File: src/rtl/bus_initiator.sv
// bus_initiator: single-outstanding command-to-memory-bus initiator with a bounded wait-for-ready timeout.
module bus_initiator #(
    parameter int TIMEOUT_CYCLES = 16
) (
    input  logic        clk,
    input  logic        rst,
    input  logic        cmd_valid,
    output logic        cmd_ready,
    input  logic        cmd_write,
    input  logic [31:0] cmd_addr,
    input  logic [31:0] cmd_wdata,
    input  logic [3:0]  cmd_wstrb,
    output logic        rsp_valid,
    input  logic        rsp_ready,
    output logic [31:0] rsp_rdata,
    output logic        rsp_error,
    output logic        mem_valid,
    output logic [31:0] mem_addr,
    output logic [31:0] mem_wdata,
    output logic [3:0]  mem_wstrb,
    input  logic [31:0] mem_rdata,
    input  logic        mem_ready
);
    typedef enum logic [1:0] {IDLE, BUS, RESP} state_e;
    state_e      state_q, state_d;
    logic [31:0] addr_q, addr_d, wdata_q, wdata_d, rdata_q, rdata_d;
    logic [3:0]  wstrb_q, wstrb_d;
    logic        write_q, write_d, error_q, error_d;
    logic [7:0]  cnt_q, cnt_d;
    always_comb begin
        state_d = state_q;
        addr_d  = addr_q;
        wdata_d = wdata_q;
        wstrb_d = wstrb_q;
        write_d = write_q;
        rdata_d = rdata_q;
        error_d = error_q;
        cnt_d   = cnt_q;
        case (state_q)
            IDLE: if (cmd_valid) begin
                addr_d  = cmd_addr;
                wdata_d = cmd_wdata;
                wstrb_d = cmd_write ? cmd_wstrb : 4'h0;
                write_d = cmd_write;
                cnt_d   = 8'h0;
                state_d = BUS;
            end
            BUS: if (mem_ready) begin
                rdata_d = write_q ? 32'h0 : mem_rdata;
                error_d = 1'b0;
                state_d = RESP;
            end else if (cnt_q == 8'(TIMEOUT_CYCLES - 1)) begin
                rdata_d = 32'h0;
                error_d = 1'b1;
                state_d = RESP;
            end else begin
                cnt_d = cnt_q + 8'h1;
            end
            RESP: if (rsp_ready) state_d = IDLE;
            default: state_d = IDLE;
        endcase
    end
    always_ff @(posedge clk) begin
        if (rst) begin
            state_q <= IDLE;
            addr_q  <= 32'h0;
            wdata_q <= 32'h0;
            wstrb_q <= 4'h0;
            write_q <= 1'b0;
            rdata_q <= 32'h0;
            error_q <= 1'b0;
            cnt_q   <= 8'h0;
        end else begin
            state_q <= state_d;
            addr_q  <= addr_d;
            wdata_q <= wdata_d;
            wstrb_q <= wstrb_d;
            write_q <= write_d;
            rdata_q <= rdata_d;
            error_q <= error_d;
            cnt_q   <= cnt_d;
        end
    end
    assign cmd_ready = state_q == IDLE;
    assign mem_valid = state_q == BUS;
    assign rsp_valid = state_q == RESP;
    assign mem_addr  = addr_q;
    assign mem_wdata = wdata_q;
    assign mem_wstrb = wstrb_q;
    assign rsp_rdata = rdata_q;
    assign rsp_error = error_q;
endmodule
File: config.mk
export PLATFORM = sky130hd
export DESIGN_NAME = bus_initiator
export DESIGN_NICKNAME = d
export VERILOG_FILES = /design/src/rtl/bus_initiator.sv
export SDC_FILE = /design/constraint.sdc
export NUM_CORES = 1
export LEC_CHECK = 0
export ABC_AREA = 1
export BUFFER_PORTS_ARGS = -buffer_cell sky130_fd_sc_hd__buf_2
export CORE_AREA = 4 4 128 130
export CTS_BUF_LIST = sky130_fd_sc_hd__clkbuf_2
export DETAILED_ROUTE_END_ITERATION = 8
export DIE_AREA = 0 0 132 134
export HOLD_SLACK_MARGIN = 0.1
export PLACE_DENSITY = 0.67
export SLEW_MARGIN = 30
export SYNTH_ARGS = -nofsm -noshare
export SYNTH_HDL_FRONTEND = slang
export SYNTH_SLANG_ARGS = --single-unit
File: constraint.sdc
create_clock -name clk -period 1.3 [get_ports clk]
set_input_delay 0.065 -clock clk [delete_from_list [all_inputs] [get_ports clk]]
set_output_delay 0.065 -clock clk [all_outputs]
set_load 0.01 [all_outputs]
## Word-level counts from Yosys, hierarchy flattened

Index checks and enable logic that the tools add are counted.

| storage, ports and cells | value |
|---|---|
| flip-flop bits (word level) | 112 |
| input port bits | 106 |

| cells by class | value |
|---|---|
| add/subtract/negate cells | 1 |
| reductions and logical operators | 7 |
| muxes and demuxes | 15 |
| equality and inequality tests | 8 |

Operators by type and width:

| operator | number |
|---|---|
| $mux W32 | 3 |
| $mux W8 | 3 |
| $pmux W8 S2 | 1 |
| $add A8 B1 Y8 const B | 1 |
| $eq A8 B4 Y1 const B | 1 |
| $mux W2 | 4 |
| $ne A2 B2 Y1 const B | 3 |
| $pmux W2 S3 | 1 |
| $mux W4 | 1 |
| $reduce_and A2 Y1 | 2 |
| $reduce_and A4 Y1 | 1 |
| $reduce_bool A2 Y1 | 2 |
| $ne A3 B1 Y1 const B | 1 |
| $reduce_and A3 Y1 | 1 |
| $eq A2 B1 Y1 const B | 1 |
| $eq A2 B2 Y1 const B | 1 |
| $logic_not A2 Y1 | 1 |
| $mux W1 | 2 |
| $ne A2 B1 Y1 const B | 1 |

## Longest topological paths before layout

| depth | value |
|---|---|
| depth in word-level cells | 4 |
| mapped depth | 9 |
| gate-level depth less buffers | 8 |

## Least setup slack after synthesis

No wires, ideal clock.

| timing path | value |
|---|---|
| kind | register -> register |
| start | register cnt_q[0] |
| end | register rdata_q[10] (netlist: rsp_rdata[10]) |
| library setup time | 0.112 ns |
| clock period less this slack | 1.392 ns |
| stages on the path, launching flop included | 10 |
| arrival time | 1.280 ns |
| path slack | -0.092 ns |
| data required time | 1.188 ns |
| cells stage by stage | dfxtp_1 -> ha_1 -> nand3_2 -> nor2_4 -> nand2_4 -> nand2_4 -> inv_6 -> buf_12 -> nor2_2 -> nor2_1 |

| on the way | value |
|---|---|
| longest elaborated chain between the ends | 3 |

RTL lines:

| what | RTL line | source |
|---|---|---|
| start, declared | 29 | `logic [7:0] cnt_q, cnt_d;` |
| start signal, assigned | 81 | `cnt_q <= cnt_d;` |
| $eq A8 B4 Y1 | 52 | `end else if (cnt_q == 8'(TIMEOUT_CYCLES - 1)) begin` |
| $reduce_bool A2 Y1 (no source line) | -- |  |
| $reduce_and A2 Y1 (no source line) | -- |  |
| end signal, assigned | 79 | `rdata_q <= rdata_d;` |
| end, declared | 26 | `logic [31:0] addr_q, addr_d, wdata_q, wdata_d, rdata_q, rdata_d;` |

Every way passes these cells.
A chain may end at the register's enable or synchronous reset.

## Worst setup path after layout

| timing path | value |
|---|---|
| start | register state_q[1] |
| end | register cnt_q[6] |

| on the way | value |
|---|---|
| longest elaborated chain between the ends | 3 |
| elaborated cells between the ends (all ways) | 8 |
| classes of those cells | eq/ne: 4; mux: 1; reduce/logical: 3 |

RTL lines:

| what | RTL line | source |
|---|---|---|
| start, declared | 25 | `state_e state_q, state_d;` |
| start signal, assigned | 74 | `state_q <= state_d;` |
| $eq A2 B1 Y1 or $logic_not A2 Y1 (tied branches) | 39 | `case (state_q)` |
| $ne A2 B2 Y1 (no source line) or $reduce_bool A2 Y1 (tied branches) | -- |  |
| $reduce_and A4 Y1 (no source line) | -- |  |

Several ways; a longest one is shown, not always the timed one.

==> metrics.md <==
| Metric | Value |
|---|---|
| Outcome | finished with violations |
| Failing checks | negative setup slack |
| Post-Layout Cell Count | 1174 |
| Peak supply drop | 0.000405 V |
| P&R area growth vs syn | 103% |
| Via/cell ratio | 4.70 |
| Worst-path fanout max | 7 |
| Period utilisation layout | 119% |
| Post-synthesis register bit count | 112 |
| Critical hold path startpoint | mem_rdata[31] |
| Nets | 1088 |
| Hold Path Class | in -> reg |
| Residual DRC | 0 |
| Final setup violation count | 114 |
| CTS max path bufs | 2 |
| Post-Syn Instances | a little over 600 |
| Syn Area/Cell | about 7.4 um2 |
| Slew @ Worst Pin | roughly 350 ps |
| Final non-filler cell area | 0.00910 mm2 |
| Vias in the first global route | roughly 5000 |
| Die X | 132 um |
| Per-cell routed wire length | around 17 um |
| CTS Buf Count | 9 |
| Cell taking the most area after synthesis | dfxtp_1 |
| Setup crit start | state_q[1] |
| Sink Count | 112 |
| Final core utilization | 60.1% |
| Sequential fraction of the synthesis area | 49.9% |
| RSZ-0062 raised after global routing | true |
| CTS tree | done |
| GRT Util Overall | 17.5% |
| Syn. warnings | 0 |
| H-tree depth | 3 |
| Ratio of total power to cell area | approximately 900 mW/mm2 |
| ANT nets after route | 0 |
| GR Overflow Total | 0 |
| Clk slew on worst S/H paths | 320 ps |
| Die span in y | between 100 and 150 um |
| Core area | ~0.015 mm2 |
| Pin count of the biggest net entering global routing | 56 |
| Fillcell total | 1185 |
| Placed instance area | ~0.0059 mm2 |
| Routed via count | 5519 |
| Initial core utilization | 29.6% |
| First-pass GRT wire length | 25300 um |
| Ratio of cells with drive above 1 in the final layout | a little over half |
| Gpl congestion | 0.800 |
| Std cell rows | 45 |
| Fin worst setup slack | -253 ps |
| EDFF count, synth | 0 |
| Reg area | around 0.0024 mm2 |
| Initial antenna violation count | 0 |
| Setup WS pre-CTS | -36.8 ps |
| Critical path class | reg -> reg |
| Startpoint Class | flip-flop |
| Final hold slack | 167 ps |
| Asr flop ratio synth | 0% |
| Fin. Hold Viols | 0 |
| Mapped Nets | 712 |
| I/O pin count | 210 |
| Pwr Total | just over 8 mW |
| Die Area | 0.0177 mm2 |
| R2R Path Start | state_q[1] |
| Slew Limit Fails | 0 |
| Area occupied by multi-input gates | ~0.0024 mm2 |
| Mapped Area | 0.00449 mm2 |
| Port Buffer Count | 209 |
| Fin Setup TNS | -13830 ps |
| Max-Cap Viols | 0 |
| Final min period | 1550 ps |
| Pre-Repair DR Iteration Count | 6 |
| Peak Freq | 0.644 GHz |
| Critical Path End Type | flip-flop |
| Count leader, synth | nor2_1 |
| Top post-synthesis cells by area | dfxtp_1 50%, nor2_1 16%, o21ai_0 7.5% |
| Worst skew pair latency | 630 ps |
| Total wire length | 19500 um |
| Leak pwr | 4.20 nW |
| N_diodes | 0 |
| Placed insts | 993 |
| Synth cell types | 25 |
| Clock skew | 28.9 ps |
| Dominant synthesized flop cell | dfxtp_1 |
| Synth top cells by count | 194 x nor2_1, 112 x dfxtp_1, 67 x o21ai_0 |
| CP arrival | 2150 ps |
| Post-DP HPWL | 8930 um |
| Worst Path Required | approximately 1900 ps |
| CTS root buf | clkbuf_2 |
| Relative slew slack | about 76% |
| Synth top area share | between 40% and 50% |
| Initial drt markers | 255 |
[critical path: stages (launching register included)]
cell and delay [ps]:
dfxtp_2 400, buf_4 130, nor2_4 120, buf_6 120, nand2_8 90, buf_12 160, clkbuf_16 170, nand3b_1 120
nand2_1 80, nor2_1 120
[report_power, final]
part | switching, mW | leakage [nW] | internal [mW]
logic | 1.18 | 3.17 | 1.41
registers | 0.181 | 0.961 | 3.75
clock network | 1.25 | 0.0709 | 0.466
total | 2.61 | 4.20 | 5.63
[flip-flops by register name, indices dropped and copies added (netlist names)]
signal and flops:
cnt_q 8, mem_wdata 32, write_q 1, rsp_rdata 32
rsp_error 1, mem_wstrb 4, state_q 2, mem_addr 32
[area by class of cell]
cell class                 count  share of cell area, %
inverter                      37                   2.03
timing repair buffer         399                   41.4
tap                          188                   2.58
clock buffer                   9                  0.495
multi-input combinational    420                   26.2
clock inverter                 7                  0.839
sequential                   112                   26.1
timing repair inverter         2                  0.302
[routing by layer]
layer	vias up	wire length, um	global-route usage [%]
met5	-	0	0
met4	0	529	6.59
met3	49	1160	4.80
met2	215	10300	31.7
met1	2581	7510	19.6
li1	2674	-	-
[repair_timing]
item                       CTS  global route
buffers inserted            10            25
hold endpoints to repair   112             5
setup endpoints to repair   91           211
gates cloned                 5            16
resized for setup          133           284
hold buffers               106             5
pin swaps                   11            75
[worst paths after layout]
kind                         to  slack (ps)  depth (start not counted)
hold reg to reg       rsp_error         500                          2
hold / removal    rsp_rdata[31]         170                          4
setup reg to reg       cnt_q[6]        -250                          9
setup / recovery       cnt_q[6]        -250                          9
[logic make-up (layout without fill, tap and decap cells)]
group / Yosys count / in the layout / share of synthesized area [%]
AND/OR/NAND/NOR: 326 / 326 / 31.4
flip-flops: 112 / 112 / 49.9
adder cells (fa/ha/maj): 1 / 1 / 0.279
AO/OA/AOI/OAI: 93 / 93 / 10.6
buffers and inverters: 73 / 454 / 7.72
[cells in the final DEF, fill, tap and decap left out, types with 9 or more instances in the layout]
master,count
nand3b_1,21
nand3_1,9
nand2_2,13
nor2_2,27
o21ai_1,24
o21ai_2,35
inv_1,31
dfxtp_2,104
buf_6,96
clkbuf_16,10
clkbuf_2,9
a21oi_1,10
buf_4,33
nand2_1,45
buf_12,11
a21oi_2,15
nor2_1,176
dlygate4sd3_1,111
nand3_2,16
buf_2,126
Note: power is estimated with default switching activity, not from simulation.
